===== src/rtl/common_pkg.sv =====
// Shared pipeline types for the fetch stage: hazard-unit control bundle, instruction bus
// records, the IF/ID register layout and the fetch FSM state encoding.
package common;

    localparam logic [63:0] PCINIT    = 64'h8000_0000;
    localparam logic [31:0] NOP_INSTR = 32'h0000_0013;

    typedef enum logic [3:0] {
        PLUS4, MAINTAIN, JAL, JALR_P, BEQ, BNE, BLT, BGE, BLTU, BGEU
    } instfunc_t;

    typedef enum logic {INSTR_NORMAL, INSTR_MAINTAIN} instr_fetch_t;
    typedef enum logic {RESET_NORMAL, RESET_RESET} reset_if_id_t;
    typedef enum logic [1:0] {IDLE, REQ, KILL} fetch_state_t;

    typedef struct packed {
        logic [63:0]  pc_out;
        logic [63:0]  offset_out;
        instfunc_t    instfunc;
        instr_fetch_t instr_FETCH;
        logic         ireq_valid;
        reset_if_id_t reset_IF_ID;
    } hazard_data_t;

    typedef struct packed {
        logic        valid;
        logic [63:0] addr;
    } ibus_req_t;

    typedef struct packed {
        logic        data_ok;
        logic [31:0] data;
    } ibus_resp_t;

    typedef struct packed {
        logic [63:0] pc;
        logic [31:0] instr;
        logic        bubble;
        logic        misalign;
    } if_id_data_t;

    function automatic logic is_branch(input instfunc_t f);
        return f inside {BEQ, BNE, BLT, BGE, BLTU, BGEU};
    endfunction

endpackage


===== src/rtl/fetch_unit_branch_cmp.sv =====
// Branch direction resolver: purely combinational compare of the ID-stage operands.
module branch_cmp
    import common::*;
(
    input  instfunc_t   instfunc,
    input  logic [63:0] src1,
    input  logic [63:0] src2,
    output logic        taken
);

    always_comb begin
        taken = 1'b0;
        case (instfunc)
            BEQ:     taken = (src1 == src2);
            BNE:     taken = (src1 != src2);
            BLT:     taken = ($signed(src1) <  $signed(src2));
            BGE:     taken = ($signed(src1) >= $signed(src2));
            BLTU:    taken = (src1 <  src2);
            BGEU:    taken = (src1 >= src2);
            default: taken = 1'b0;
        endcase
    end

endmodule


===== src/rtl/fetch_unit.sv =====
// Instruction-fetch stage: owns the PC, runs the ibus handshake and produces IF/ID.
// Optional alignment trap enabled by defining FETCH_ALIGN_CHECK_EN.
module fetch_unit
    import common::*;
#(
    parameter logic [63:0] PCINIT = common::PCINIT
) (
    input  logic         clk,
    input  logic         reset,
    input  hazard_data_t dataH,
    input  logic [63:0]  src1,
    input  logic [63:0]  src2,
    output ibus_req_t    ireq,
    input  ibus_resp_t   iresp,
    output logic [63:0]  fd_pc,
    output logic [31:0]  fd_instr,
    output logic         fd_bubble,
`ifdef FETCH_ALIGN_CHECK_EN
    output logic         fd_misalign,
`endif
    output logic         Iwait
);

    fetch_state_t state, state_next;
    logic [63:0]  pc, pc_next, pend_pc, target;
    logic         req_valid;
    logic [63:0]  req_addr;
    if_id_data_t  if_id, skid;
    logic         skid_valid;
    logic         taken, redirect, flush, hold, load_resp, busy_after;
    logic         skid_full_next, fetch_ok, issue;
`ifdef FETCH_ALIGN_CHECK_EN
    logic         mis_done, mis_load;
`endif

    branch_cmp u_branch_cmp (
        .instfunc (dataH.instfunc),
        .src1     (src1),
        .src2     (src2),
        .taken    (taken)
    );

    // Redirect target: JALR_P already arrives as an absolute, even address.
    always_comb begin
        redirect = 1'b0;
        target   = dataH.pc_out + dataH.offset_out;
        case (dataH.instfunc)
            JAL:     redirect = 1'b1;
            JALR_P: begin
                redirect = 1'b1;
                target   = dataH.offset_out;
            end
            default: redirect = is_branch(dataH.instfunc) & taken;
        endcase
    end

    // A new request may go out in the same cycle the previous one completes, but never
    // while the skid buffer will still be occupied after this edge.
    always_comb begin
        flush      = redirect | (dataH.reset_IF_ID == RESET_RESET);
        hold       = (dataH.instr_FETCH == INSTR_MAINTAIN) | (dataH.instfunc == MAINTAIN);
        load_resp  = (state == REQ) & iresp.data_ok & ~flush;
        busy_after = (state != IDLE) & ~iresp.data_ok;

        pc_next = pc;
        if (state == REQ && iresp.data_ok)
            pc_next = pc + 64'd4;
        if (state == KILL && iresp.data_ok)
            pc_next = pend_pc;
        if (redirect)
            pc_next = target;

        skid_full_next = ~flush & (skid_valid ? hold : (load_resp & hold));

        fetch_ok = 1'b1;
`ifdef FETCH_ALIGN_CHECK_EN
        fetch_ok = (pc_next[1:0] == 2'b00);
`endif
        issue = ~busy_after & dataH.ireq_valid & (dataH.instfunc != MAINTAIN)
              & ~skid_full_next & fetch_ok;

`ifdef FETCH_ALIGN_CHECK_EN
        mis_load = ~busy_after & dataH.ireq_valid & (dataH.instfunc != MAINTAIN) & ~fetch_ok
                 & ~mis_done & ~flush & ~hold & ~skid_valid;
`endif

        if (busy_after)
            state_next = redirect ? KILL : state;
        else
            state_next = issue ? REQ : IDLE;
    end

    always_ff @(posedge clk or posedge reset) begin
        if (reset) begin
            state     <= IDLE;
            pc        <= PCINIT;
            pend_pc   <= PCINIT;
            req_valid <= 1'b0;
            req_addr  <= PCINIT;
        end else begin
            state     <= state_next;
            pc        <= pc_next;
            req_valid <= (state_next != IDLE);
            if (redirect)
                pend_pc <= target;
            if (issue)
                req_addr <= pc_next;
        end
    end

    // IF/ID and skid buffer: a held stage parks the arriving word and replays it on release.
    always_ff @(posedge clk or posedge reset) begin
        if (reset) begin
            if_id      <= '{pc: 64'd0, instr: 32'd0, bubble: 1'b1, misalign: 1'b0};
            skid       <= '0;
            skid_valid <= 1'b0;
`ifdef FETCH_ALIGN_CHECK_EN
            mis_done   <= 1'b0;
`endif
        end else begin
            if (flush) begin
                if_id.bubble   <= 1'b1;
                if_id.misalign <= 1'b0;
                skid_valid     <= 1'b0;
            end else if (hold) begin
                if (load_resp) begin
                    skid       <= '{pc: pc, instr: iresp.data, bubble: 1'b0, misalign: 1'b0};
                    skid_valid <= 1'b1;
                end
            end else if (skid_valid) begin
                if_id      <= skid;
                skid_valid <= 1'b0;
            end else if (load_resp) begin
                if_id <= '{pc: pc, instr: iresp.data, bubble: 1'b0, misalign: 1'b0};
`ifdef FETCH_ALIGN_CHECK_EN
            end else if (mis_load) begin
                if_id <= '{pc: pc_next, instr: NOP_INSTR, bubble: 1'b0, misalign: 1'b1};
`endif
            end else begin
                if_id.bubble   <= 1'b1;
                if_id.misalign <= 1'b0;
            end
`ifdef FETCH_ALIGN_CHECK_EN
            if (redirect)
                mis_done <= 1'b0;
            else if (mis_load)
                mis_done <= 1'b1;
`endif
        end
    end

    assign ireq.valid = req_valid;
    assign ireq.addr  = req_addr;
    assign fd_pc      = if_id.pc;
    assign fd_instr   = if_id.instr;
    assign fd_bubble  = if_id.bubble;
    assign Iwait      = (state != IDLE) & ~iresp.data_ok;

`ifdef FETCH_ALIGN_CHECK_EN
    assign fd_misalign = if_id.misalign;
`else
    logic unused_misalign;
    assign unused_misalign = if_id.misalign;
`endif

endmodule

===== config.mk =====
export PLATFORM = sky130hd
export DESIGN_NAME = fetch_unit
export DESIGN_NICKNAME = d
export VERILOG_FILES = /design/src/rtl/common_pkg.sv /design/src/rtl/fetch_unit_branch_cmp.sv /design/src/rtl/fetch_unit.sv
export SDC_FILE = /design/constraint.sdc
export NUM_CORES = 1
export LEC_CHECK = 0
export ABC_AREA = 0
export BUFFER_PORTS_ARGS = -buffer_cell sky130_fd_sc_hd__buf_2
export CAP_MARGIN = 20
export CORE_ASPECT_RATIO = 1.4
export CORE_MARGIN = 1
export CORE_UTILIZATION = 51
export DETAILED_ROUTE_END_ITERATION = 10
export PLACE_DENSITY_LB_ADDON = 0.25
export SYNTH_ARGS = -nofsm -noshare
export SYNTH_HDL_FRONTEND = slang
export SYNTH_SLANG_ARGS = --single-unit

===== constraint.sdc =====
create_clock -name clk -period 12.25 [get_ports clk]
set_input_delay 0.6125 -clock clk [delete_from_list [all_inputs] [get_ports clk]]
set_output_delay 0.6125 -clock clk [all_outputs]
set_load 0.005 [all_outputs]

==> results.txt <==
outcome: completed
TritonRoute pass-1 iters: 5
Crit Reg-Reg Endpoint: req_addr[63]
worst vdd ir: 108.8 uV
CP required: 12,670 ps
Worst R2R Start: pc[9]
Syn Nets: 2,862
Mean Syn Cell Area: 9.496 um2
CP Max Fanout: 75
Crit-path slowest cell: buf_4
Synth area leaders: dfrtp_1 42%, mux2_2 7.4%, ha_1 6.9%
placed cell count: 3,335
crit start category: input pin
most frequent cell after synthesis: dfrtp_1
CP bufs+invs: 4
EDFF count, synth: 0
Pins Over Slew Limit: 0
largest stage delay on the critical path: 810 ps
TritonCTS buffer count: 35
post-CTS resize count: 0
post-route core utilization: 60.51%
row cnt: 91
final hold vios: 0
clock skew: 21.66 ps
RSZ-0062 raised after global routing: false
number of I/O port buffers: 460
die area: 46,200 um2
Routed WL: 65,510 um
root buffer cell: clkbuf_16
Synth Register Bits: 389
H-Tree Depth: 2
async set or reset register ratio after synthesis: 100.0%
first-pass GRT wire length: 102,500 um
Clock Latency Late Sink: 540 ps
vias post-DR: 19,277
Post-CTS Setup Repair Bufs: 0
# setup viols final: 0
Tmin final: 5043 ps
post-route ant nets: 0
vias in the first global route: 19,049
CTS Buffer Depth: 3
grt total ovfl: 0
die width: 182.0 um
CTS sink count: 389
Synth Warn #: 0
CP endpoint kind: register
Tot Pwr: 5053 uW
cells after synthesis: 2,435
largest net degree at the start of global routing: 188
post-route insts no fill: 3,398
Power Dens Cells: 188.1 nW/um2
ys flop type: dfrtp_1
max-cap viol count: 0
WS Path Type: in2reg
share of cells above drive strength 1: 24.77%
Post-DP HPWL: 49,970 um
Top-Level Pins: 461
Worst Hold Class: in2async
number of distinct library cells after synthesis: 74
core area: 44,410 um2
Top delay family on crit path: simple AND/OR/NAND/NOR gates
Synth top area share: 41.67%
max_slew headroom: 25.94%
Via-to-Cell Ratio: 5.673
Fmax achieved: 0.1983 GHz
total track usage: 28.18%
Placer Congestion: 0.9866
fin crit share: 41.17%
r2r worst-path depth: 11
Seq/Total Area, Yosys: 42.12%
violation count after the first detailed-route iteration: 962
# DRC: 0
Initial Util: 52.07%
CTS tree: built
Total Nets Final: 3,241
Static Leak: 0.01262 uW
Die Y-Extent: 253.9 um
CTS hold repair buffers: 0
P&R area growth vs syn: 16.21%
Worst R2R Setup Slack: 8120 ps
post-synth top area cell: dfrtp_1
Avg WL per Cell: 19.28 um
top cells by count, synth: 385 x dfrtp_1, 281 x nand2_1, 227 x nor2_1
Worst-path clk slew: 60 ps
Synth Cell Area: 23,120 um2
Fin Setup TNS: 0 ps
initial antenna violation count: 3
crit path from: src2[55]
slew at the pin with the worst max-slew slack: 1108 ps
worst path cell trace: buf_2 -> inv_1 -> ha_1 -> nand4_1 -> nor4_1 -> nand4_1 -> nor3_2 -> mux2i_1 -> a311o_1 -> nor3_1 -> o32a_2 -> nand2_4 -> nor4_4 -> buf_4 -> buf_4 -> mux2_2
WP data arrival: 5460 ps
-- state kept, by name, summed over array words and instances (netlist names) --
| register | count |
|---|---|
| fd_bubble | 1 |
| fd_instr | 32 |
| fd_pc | 64 |
| pc | 64 |
| pend_pc | 64 |
| req_addr | 64 |
| req_valid | 1 |
| skid | 96 |
| skid_valid | 1 |
| state | 2 |
-- through the flow --
| step | hold WS, ps | instance area, um2 | worst slack (ps) |
|---|---|---|---|
| 6_report | 247.5 | 26870 | 7207 |
| 5_1_grt | 294.5 | 26870 | 6934 |
| 4_1_cts | 278.9 | 26860 | 7193 |
| 3_5_place_dp | 464.6 | 25680 | 6647 |
| 3_3_place_gp | 455.5 | 25680 | 6793 |
| 2_1_floorplan | 444.7 | 23120 | 831.6 |
-- worst max-delay path by stage --
stage,to,slack (ps),cells past startpoint
floorplan,fd_instr[0],830,1
global placement,skid[27],6790,16
detailed placement,skid[48],6650,16
CTS,skid[43],7190,16
global route,skid[43],6930,15
finish,skid[43],7210,16
-- worst register-to-register path, delay by kind of cell (launching register included) --
kind / cells / cell delay [ps]
muxes: 2 / 430
AOI/OAI and AO/OA: 1 / 170
xor gates and xnor gates: 1 / 90
and+or+nand+nor: 7 / 2830
DFF: 1 / 500
-- placed cells by master, fill, tap and decap left out, drive strengths merged, types with 5 or more instances in the layout --
cell and count:
a221oi 8, a21o 23, nand3b 5, buf 474
o211ai 13, and4 12, ha 128, or3 12
dfrtp 385, xor2 62, nand2b 10, xnor2 47
nor4 5, nand4 39, o21bai 12, o221ai 5
a31oi 15, a21oi 193, o21ai 200, a211oi 9
o21a 10, inv 95, mux2i 146, and3 21
mux2 196, nand3 51, and2 8, clkbuf 55
nand2 282, nor2 227, nor3 27
-- power by group --
part | internal [uW] | leakage, uW | switching, uW
clock network | 652 | 0.000580 | 485
logic | 788 | 0.00739 | 852
registers | 1850 | 0.00465 | 425
total | 3290 | 0.0126 | 1760
-- layout make-up --
| class | instances | area, um2 |
|---|---|---|
| Tap cell | 558 | 698.2 |
| Clock buffer | 55 | 1082 |
| Multi-Input combinational cell | 1821 | 12470 |
| Antenna cell | 2 | 5.005 |
| Clock inverter | 6 | 98.84 |
| Fill cell | 3874 | 17540 |
| Sequential cell | 389 | 9743 |
| Timing Repair Buffer | 474 | 2420 |
| Inverter | 93 | 356.6 |
-- layer usage --
layer,GRT usage (%),part of all wire [%],wire length (um),vias up
li1,-,-,-,9337
met1,35.49,42,27550,9245
met2,48.82,49,32040,586
met3,4.643,5.7,3752,109
met4,10.01,3.3,2166,0
met5,0,0,0,-
-- kinds of logic (layout without fill, tap and decap cells) --
group,count (synthesis),count (layout),share of synthesized area (%)
AND/OR/NAND/NOR,716,716,13.77
AO/OA/AOI/OAI,525,525,13.01
flip-flops,389,389,42.12
multiplexers,342,342,15.87
buffers and inverters,225,628,4.085
adder cells (fa/ha/maj),129,129,7.013
XOR/XNOR,109,109,4.129
other,0,2,0
Note: power is estimated with default switching activity, not from simulation.
